[src/rtl/xgmm_pkg.sv]
// Shared types and sizes for the graphics memory manager write engine.
package xgmm_pkg;

  typedef enum logic [1:0] {
    IDLE  = 2'd0,
    LOAD  = 2'd1,
    WRITE = 2'd2
  } chan_state_t;

  localparam int XG_PAT_AW  = 12;
  localparam int XG_ATTR_AW = 13;
  localparam int XG_DW      = 16;

endpackage

[src/rtl/xgmm_chan.sv]
// One FIFO-to-RAM write channel: capture head word, pop it, then write it
// in the first cycle video fetch does not own the RAM port.
module xgmm_chan
  import xgmm_pkg::*;
#(
  parameter int AW = XG_PAT_AW,
  parameter int DW = XG_DW
) (
  input  logic          clk_i,
  input  logic          rst_ni,
  input  logic          empty_i,
  input  logic [DW-1:0] data_i,
  input  logic [AW-1:0] addr_i,
  input  logic          busy_i,
  output logic          pop_o,
  output logic          we_o,
  output logic [AW-1:0] addr_o,
  output logic [DW-1:0] wdata_o,
  output logic          idle_o
);

  chan_state_t   state_q, state_d;
  logic [AW-1:0] addr_q, addr_d;
  logic [DW-1:0] data_q, data_d;

  always_ff @(posedge clk_i or negedge rst_ni) begin
    if (!rst_ni) begin
      state_q <= IDLE;
      addr_q  <= '0;
      data_q  <= '0;
    end else begin
      state_q <= state_d;
      addr_q  <= addr_d;
      data_q  <= data_d;
    end
  end

  // Address and data are frozen at capture; later register updates from
  // the register interface must not leak into the word in flight.
  always_comb begin
    state_d = state_q;
    addr_d  = addr_q;
    data_d  = data_q;
    pop_o   = 1'b0;
    we_o    = 1'b0;
    case (state_q)
      IDLE: begin
        if (!empty_i) begin
          addr_d  = addr_i;
          data_d  = data_i;
          state_d = LOAD;
        end
      end
      LOAD: begin
        pop_o   = 1'b1;
        state_d = WRITE;
      end
      WRITE: begin
        we_o = ~busy_i;
        if (!busy_i) state_d = IDLE;
      end
      default: state_d = IDLE;
    endcase
  end

  assign addr_o  = addr_q;
  assign wdata_o = data_q;
  assign idle_o  = (state_q == IDLE);

endmodule

[src/rtl/xgmm_writer.sv]
// Write-side engine: drains pattern and attribute FIFOs into their RAMs
// through two independent channels that never arbitrate against each other.
module xgmm_writer
  import xgmm_pkg::*;
#(
  parameter int PAT_AW  = XG_PAT_AW,
  parameter int ATTR_AW = XG_ATTR_AW,
  parameter int DW      = XG_DW
) (
  input  logic               clk_sys,
  input  logic               rst_n,
  input  logic               p_empty,
  input  logic [DW-1:0]      p_data,
  input  logic [PAT_AW-1:0]  par,
  output logic               p_pop,
  input  logic               a_empty,
  input  logic [DW-1:0]      a_data,
  input  logic [ATTR_AW-1:0] aar,
  output logic               a_pop,
  input  logic               pat_busy,
  output logic               pat_we,
  output logic [PAT_AW-1:0]  pat_addr,
  output logic [DW-1:0]      pat_wdata,
  input  logic               attr_busy,
  output logic               attr_we,
  output logic [ATTR_AW-1:0] attr_addr,
  output logic [DW-1:0]      attr_wdata,
  output logic               idle
);

  logic pat_idle, attr_idle;

  xgmm_chan #(.AW(PAT_AW), .DW(DW)) u_pat (
    .clk_i   (clk_sys),
    .rst_ni  (rst_n),
    .empty_i (p_empty),
    .data_i  (p_data),
    .addr_i  (par),
    .busy_i  (pat_busy),
    .pop_o   (p_pop),
    .we_o    (pat_we),
    .addr_o  (pat_addr),
    .wdata_o (pat_wdata),
    .idle_o  (pat_idle)
  );

  xgmm_chan #(.AW(ATTR_AW), .DW(DW)) u_attr (
    .clk_i   (clk_sys),
    .rst_ni  (rst_n),
    .empty_i (a_empty),
    .data_i  (a_data),
    .addr_i  (aar),
    .busy_i  (attr_busy),
    .pop_o   (a_pop),
    .we_o    (attr_we),
    .addr_o  (attr_addr),
    .wdata_o (attr_wdata),
    .idle_o  (attr_idle)
  );

  assign idle = pat_idle & attr_idle;

endmodule

[config.mk]
export PLATFORM = sky130hd
export DESIGN_NAME = xgmm_writer
export DESIGN_NICKNAME = d
export VERILOG_FILES = /design/src/rtl/xgmm_pkg.sv /design/src/rtl/xgmm_chan.sv /design/src/rtl/xgmm_writer.sv
export SDC_FILE = /design/constraint.sdc
export NUM_CORES = 1
export LEC_CHECK = 0
export ABC_AREA = 1
export ABC_CLOCK_PERIOD_IN_PS = 1120
export CAP_MARGIN = 5
export CORE_MARGIN = 3
export CORE_UTILIZATION = 37
export CTS_BUF_LIST = sky130_fd_sc_hd__clkbuf_8
export DETAILED_ROUTE_END_ITERATION = 7
export PLACE_DENSITY = 0.79
export SYNTH_ARGS = -nofsm -noshare
export SYNTH_HDL_FRONTEND = slang
export SYNTH_SLANG_ARGS = --single-unit
export TNS_END_PERCENT = 5
[constraint.sdc]
create_clock -name clk_sys -period 1.12 [get_ports clk_sys]
set_input_delay 0.224 -clock clk_sys [delete_from_list [all_inputs] [get_ports clk_sys]]
set_output_delay 0.224 -clock clk_sys [all_outputs]
set_load 0.005 [all_outputs]
Word level (Yosys, flattened, before mapping)
Index checks and enable logic that the tools add are counted.
{ "word_totals": {"reg_bits": 61, "in_bits": 63, "output_inout_bits": 62, "wordCells": 35} }
{ "op_classes": {"n_eq_ne": 8, "muxes": 10, "n_bitwise": 5, "reduce_logical": 6} }
{ "ops": {"columns": ["operator", "count"], "rows": [
  ["2-bit case mux with 3 select lines", 2],
  ["2-bit two-way mux", 4],
  ["2-bit inequality test, second input constant", 4],
  ["2-bit AND reduction", 4],
  ["2-bit by 1-bit equality test with 1-bit output, second input constant", 2],
  ["2-bit equality test, second input constant", 2],
  ["2-bit logical NOT", 2],
  ["1-bit two-way mux", 4],
  ["1-bit inverter", 4],
  ["1-bit AND", 1]
]} }

Logic depth before layout (Yosys ltp)
Gate-level depths: netlist of run 1.
{ "depth": {"ltp_word": 3, "mapped_depth": 6, "depth_no_buf": 4} }

Hierarchy
A second synthesis of run 1 with hierarchy kept.
{ "unflattened": {"hier_cells": 272, "area_unflattened_um2": 2494.9} }
{ "modules_own_cells": {"columns": ["module", "n_inst", "cells_each", "area_per_inst_um2"], "rows": [
  ["xgmm_chan at u_attr", 1, 137, 1277.5],
  ["xgmm_chan at u_pat", 1, 133, 1209.9],
  ["xgmm_writer", 1, 2, 7.5]
]} }

Worst setup path before layout of run 1
Ideal clock, no wire load.
{ "synth_timing": {"path_type": "flip-flop to output port", "from": "reg u_attr.state_q[1]", "to": "out idle", "t_arrival_ns": 0.903, "t_required_ns": 0.896, "path_slack_ns": -0.007, "stages_incl_launch_ff": 5, "n_path_buf": 1, "cell_sequence": "dfrtp_1 > nor2_1 > buf_2 > inv_1 > nor2_1"} }
{ "synth_via": {"elab_chain_cells": 2} }
{ "synth_rtl": {"columns": ["item", "line", "rtl"], "rows": [
  ["from (decl)", "xgmm_chan.sv:22", "chan_state_t state_q, state_d;"],
  ["from (signal assigned)", "xgmm_chan.sv:32", "state_q <= state_d;"],
  ["2-bit logical NOT", "xgmm_chan.sv:68", "assign idle_o = (state_q == IDLE);"],
  ["1-bit AND", "xgmm_writer.sv:61", "assign idle = pat_idle & attr_idle;"],
  ["to (decl)", "xgmm_writer.sv:28", "output logic idle"]
]} }
Every way passes these cells.

Worst setup path after layout of run 1
{ "layout_timing": {"from": "reg u_attr.state_q[0]", "to": "out idle"} }
Same word-level chain as after synthesis.

==> results.md, run 1 <==
- FMAX: 0.710 GHz
- Die height: 87.3 um
- Sequential share of the synthesized area: 62.4%
- First-pass DRT Iterations: 4
- Vias in the first global route: 2,448
- Setup violations, final: 64
- Initial antenna violation count: 0
- Dpl hpwl: 5100 um
- CTS Root Cell: clkbuf_8
- Pwr Density: between 2000 and 3000 nW/um2
- Setup crit start kind: register
- Seq cells post-synth: slightly above 60
- Starting utilization of the core area: roughly two fifths
- Initial drt markers: 94
- Layout fillers: 523
- Antenna Cells: 0
- Grt total ovfl: 0
- DIE WIDTH: 87.3 um
- Synth Instances: 273
- Clock Latency Late Sink: 0.33 ns
- CP Cell Sequence: buf_6, nor2_4, inv_1, nor2_1, buf_2
- Crit path time final: 1.41 ns
- Io pins: 125
- Critical path class: reg -> out
- Crit-path slowest cell: dfrtp_1
- Clk sinks: 61
- CP Data Required Time: 0.90 ns
- Total GRT Usage: 20.5%
- Largest net degree at the start of global routing: 62
- Non-Filler Instances: 496
- Worst R2R Start: u_pat.state_q[0]
- Worst EP arrival: 1.18 ns
- Failing checks: negative setup slack
- Crit. End Element: output pin
- First-pass GRT wire length: ~12,000 um
- FF-to-FF setup slack: -0.24 ns
- Library cells used by synthesis: 12
- Final wirelength: 7280 um
- Via count: 2,408
- Mean Syn Cell Area: 8.96 um2
- Max_cap viols: 0
- Share of cells above drive strength 1: 26.8%
- CTS max path bufs: 2
- Worst path bufs/invs: 3
- Synthesized cell area: 2440 um2
- Total Nets Final: between 400 and 500
- VDD IR max: 1270 uV
- HP Class: in -> async
- Slew headroom: a little under 80%
- Worst r2r dst: u_pat.wdata_o[2]
- Setup WS post-layout: -0.288 ns
- Port Buffers: 124
- Drt via density: about 4.9
- TritonCTS clock tree: built
- Mapped Nets: ~340
- Clk slew on worst S/H paths: about 0.07 ns
- Dpl ws: -0.485 ns
- Crit-path max FO: 2
- Leak: 2.10 nW
- Period utilization: 126%
- Placed Cells: ~470
- Worst reg2reg path depth: 6
- DRC viols: 0
- Hold_ws: 0.429 ns
- Outcome: finished with violations
- Setup TNS: -13.93 ns
- Delay-heaviest family, CP: flip-flops
- Max-slew violation count: 0
- # rows: 28
- Die area: 7620 um2
- CTS Buf Count: 9
- Final hold violation count: 0
- CTS H-tree lvls: 3
- RSZ-0062 raised after global routing: true
- Layout area overhead: 59.5%
- Least-Margin Pin Slew: 0.320 ns
- GPL Wtd Cong: around 0.77
- Core area: 6170 um2
- Yosys warns: 0
- Routed len/inst: 14.7 um
- Largest stage delay, worst path: 0.39 ns
- Fin Clk Skew: 0.00775 ns
- DRT antenna net count: 0
## flip-flops by register name, summed over array words and instances (netlist names)
name,cells
u_pat.state_q,2
u_attr.state_q,2
u_attr.addr_o,13
u_pat.addr_o,12
u_attr.wdata_o,16
u_pat.wdata_o,16
## stage by stage
stage                     total power [mW]  area [um2]  util, %
final                                 10.1        3900     63.3
after global routing                  10.9        3900     63.3
after CTS                             10.5        4090     66.4
after detailed placement              8.64        3810     61.8
after global placement                8.45        3810     61.8
after floorplan                       5.63        2450        -
## routing by layer
layer | vias up | GRT usage, % | wire, um
met5 | - | 0 | 0
met4 | 0 | 7.95 | 128
met3 | 12 | 7.19 | 684
met2 | 117 | 33.0 | 3480
met1 | 1125 | 25.1 | 2980
li1 | 1154 | - | -
## cell type report
type	count	area, um2	share of cell area (%)
Multi-Input combinational cell	185	826	21.2
Inverter	9	33.8	0.866
Tap cell	75	93.8	2.41
Clock buffer	11	151	3.88
Clock inverter	5	20.0	0.513
Sequential cell	61	1530	39.1
Timing Repair Buffer	150	1250	32.0
## worst register-to-register path: stages, from the launching register on
cell	delay, ns
dfrtp_1	0.39
nor2_2	0.16
buf_6	0.25
nand2_1	0.15
buf_12	0.18
nand2_1	0.07
nand2_1	0.05
## how the worst max path moves through the flow
stage	startpoint	to	slack (ns)	cells after the start
finish	u_attr.state_q[0]	idle	-0.29	5
CTS	u_attr.state_q[1]	idle	-0.32	5
floorplan	u_attr.state_q[1]	idle	0.02	4
global placement	attr_busy	attr_we	-0.47	3
global route	u_pat.state_q[0]	u_pat.wdata_o[9]	-0.36	6
detailed placement	attr_busy	attr_we	-0.48	3
## cells in the mapped netlist, drive strengths merged
master	number	area, um2
buf	17	106
clkbuf	1	3.75
dfrtp	61	1530
inv	9	33.8
nand2	117	439
nand3	59	295
nor2	6	25.0
nor3	1	5.00
o21ai	2	10.0
## layout by cell type (no fill, tap or decap), types with 4 or more instances in the layout
master,Yosys,layout
clkbuf_2,0,43
nand2_1,117,111
buf_2,13,19
clkdlybuf4s50_1,0,61
inv_1,9,11
buf_6,3,12
nand3_1,59,59
buf_4,1,8
clkbuf_8,0,11
buf_12,0,4
dfrtp_1,61,61
nand2_2,0,5
## power by group
group	internal, mW	switching, mW
clock network	0.888	0.782
registers	3.26	0.610
logic	2.26	2.28
## kinds of logic after synthesis
logic type,count (synthesis),share of synthesized area [%]
AOI/OAI and AO/OA,2,0.409
buffers and inverters,27,5.89
DFF,61,62.4
and+or+nand+nor,183,31.3
## what timing repair did
action / 4_1_cts / 5_1_grt
hold buffers: 1 / 0
buffers inserted: 9 / 0
resized for setup: 186 / 53
setup endpoints to repair: 121 / 108
hold endpoints to repair: 61 / 0
pin swaps: 3 / 1
gates cloned: 2 / 0
(Power assumes the default switching activity.)
==> inputs of run 2 (changes only) <==
CORE_MARGIN = 1.5   (was 3)
GPL_ROUTABILITY_DRIVEN = 1   (was unset)
==> run 2 against run 1 <==
  * Sequential share of layout area down 0.52 points
  * Critical path type unchanged
  * The flow still finishes with violations (negative setup slack)
  * Clock power rose by 40%
  * Setup slack lost 0.032 ns
  * Global-route usage shrank 1.0 points
  * Total power increased by 4.8%
  * Die area down 6.8%
  * Sequential power down 1%
==> results.md, run 2 (same netlist as run 1, synthesis figures left out) <==
- Outcome: finished with violations (unchanged)
- Failing checks: negative setup slack (unchanged)
- Post-DP Area: 3820 um2 (was 3810 um2)
- Critical path origin: u_pat.state_q[1] (was u_attr.state_q[0])
- Largest stage delay, worst path: 0.38 ns (was 0.39 ns)
- Setup violations, final: 64 (unchanged)
- Crit path time final: 1.44 ns (was 1.41 ns)
- CTS max path bufs: 2 (unchanged)
- Slew headroom: 72.3% (was 78.7%)
- Layout fillers: 563 (was 523)
- Clock share of power: 22.1% (was 16.6%)
- FMAX: 0.694 GHz (was 0.710 GHz)
- Worst EP arrival: 1.22 ns (was 1.18 ns)
- Crit-path max FO: 3 (was 2)
- Max-slew violation count: 0 (unchanged)
- Starting utilization of the core area: 38.5% (was 39.7%)
- Vias in the first global route: 2,315 (was 2,448)
- Period utilization: 129% (was 126%)
- Routed len/inst: 14.1 um (was 14.7 um)
- Flip-flop and latch area: 1530 um2 (unchanged)
- Share of cells above drive strength 1: 26.1% (was 26.8%)
- Total Nets Final: 480 (was 479)
- RSZ-0062 raised after global routing: true (unchanged)
- Worst R2R Start: u_attr.state_q[0] (was u_pat.state_q[0])
- Commonest non-fill, non-tap cell in the layout: nand2_1 (unchanged)
- # rows: 29 (was 28)
- Largest net degree at the start of global routing: 35 (was 62)
- Least-Margin Pin Slew: 0.416 ns (was 0.320 ns)
- Final wirelength: 7040 um (was 7280 um)
- Crit. End Element: output pin (unchanged)
- Comb pwr share: 41.6% (was 45.1%)
- Dpl hpwl: 4570 um (was 5100 um)
- Setup WS post-layout: -0.320 ns (was -0.288 ns)
- DIE WIDTH: 84.3 um (was 87.3 um)
- Drt via density: 4.76 (was 4.85)
- CTS Buf Count: 9 (unchanged)
- First-pass DRT Iterations: 4 (unchanged)
- Clk sinks: 61 (unchanged)
- Hold_ws: 0.442 ns (was 0.429 ns)
- Setup TNS: -13.82 ns (was -13.93 ns)
- VDD IR max: 1360 uV (was 1270 uV)
- Worst path bufs/invs: 3 (unchanged)
- Io pins: 125 (unchanged)
- Grt total ovfl: 0 (unchanged)
- Crit-path slowest cell: dfrtp_1 (unchanged)
- Dpl ws: -0.467 ns (was -0.485 ns)
- Fin area: 3950 um2 (was 3900 um2)
- Clk slew on worst S/H paths: 0.07 ns (about the same)
- Die height: 84.3 um (was 87.3 um)
- Initial antenna violation count: 0 (unchanged)
- DRT antenna net count: 0 (unchanged)
- Via count: 2,374 (was 2,408)
- CP Cell Sequence: buf_4, nor2_4, inv_1, nor2_1, buf_2 (was buf_6, nor2_4, inv_1, nor2_1, buf_2)
- Delay-heaviest family, CP: flip-flops (unchanged)
- Leak: 2.14 nW (was 2.10 nW)
- CTS Root Cell: clkbuf_8 (unchanged)
- Initial drt markers: 87 (was 94)
- CP Data Required Time: 0.90 ns (about the same)
- GPL Wtd Cong: 0.759 (was 0.766)
- HP Class: in -> async (unchanged)
- Setup crit start kind: register (unchanged)
- Die area: 7100 um2 (was 7620 um2)
- DRC viols: 0 (unchanged)
- Layout area overhead: 61.7% (was 59.5%)
- Port Buffers: 124 (unchanged)
- Pwr Density: 2670 nW/um2 (was 2580 nW/um2)
- Total GRT Usage: 19.4% (was 20.5%)
- Seq pwr share: 36.3% (was 38.4%)
- CTS H-tree lvls: 3 (unchanged)
- P_int: 6.95 mW (was 6.40 mW)
- NetSw: 3.61 mW (was 3.67 mW)
- Fin Clk Skew: 0.00760 ns (was 0.00775 ns)
- First-pass GRT wire length: 11,000 um (was 12,000 um)
- Multi-input logic area: 811 um2 (was 826 um2)
- Core area: 6350 um2 (was 6170 um2)
- Switching share of power: 34.2% (was 36.5%)
- Most frequent cells in the layout: nand2_1 (116), clkdlybuf4s50_1 (61), dfrtp_1 (61), nand3_1 (59), clkbuf_2 (43) (was nand2_1 (111), clkdlybuf4s50_1 (61), dfrtp_1 (61), nand3_1 (59), clkbuf_2 (43))
- Antenna Cells: 0 (unchanged)
- TritonCTS clock tree: built (unchanged)
- Critical path class: reg -> out (unchanged)
- Max_cap viols: 0 (unchanged)
- Clock Latency Late Sink: 0.33 ns (about the same)
- Final hold violation count: 0 (unchanged)
run 2: changes by cell type in the layout (fill, tap and decap cells not counted), sizes merged:
cell    change
clkbuf      +2
buf         -2
inv         -2
bufinv      +3
run 2: timing repair:
item                                    in CTS  in global routing
hold endpoints to repair                    61                  0
buffers inserted                             4                  4
hold buffers                                 1                  0
endpoints found under the setup margin     121                107
gates resized for setup                    167                 53
pin swaps                                    1                  0
gates cloned                                 0                  3
run 2: metrics by stage:
stage               utilization, %  cells  power [mW]
global route                  62.2    499        11.4
floorplan                        -    273        5.63
finish                        62.2    499        10.6
global placement              60.2    471        8.43
detailed placement            60.2    471        8.58
CTS                           63.5    492        10.5
run 2: path summary, 6_finish.rpt:
kind	slack, ns	endpoint	cells after the start
setup reg to reg	-0.27	u_attr.wdata_o[13]	7
hold reg to reg	0.47	u_attr.wdata_o[15]	2
max in group asynchronous	0.34	u_pat.wdata_o[8]	3
setup / recovery	-0.32	idle	5
min in group clk_sys	0.44	u_pat.wdata_o[9]	3
hold / removal	0.44	u_attr.wdata_o[11]	3
run 2: layer usage:
metal	GRT usage [%]	wire [um]	vias up
met1	24.6	2850	1102
met5	0	0	-
met2	31.6	3480	107
met4	9.09	125	0
met3	4.62	587	12
li1	-	-	1153
run 2: power groups by stage:
stage	sequential (mW)	clock [mW]	combinational (mW)
4_1_cts	3.83	2.38	4.28
2_1_floorplan	3.92	0	1.71
3_5_place_dp	3.84	0	4.73
3_3_place_gp	3.82	0	4.61
6_report	3.83	2.34	4.39
5_1_grt	3.97	2.50	4.89
run 2: tightest hold or removal path: stages:
cell           delay [ns]
dlygate4sd3_1        0.52
buf_2                0.11
buf_4                0.32
run 2: cell type report:
type | instances | area share (%)
Timing Repair Buffer | 151 | 31.5
Multi-Input combinational cell | 185 | 20.5
Sequential cell | 61 | 38.6
Inverter | 9 | 0.855
Clock buffer | 10 | 3.48
Clock inverter | 6 | 2.60
Tap cell | 77 | 2.44
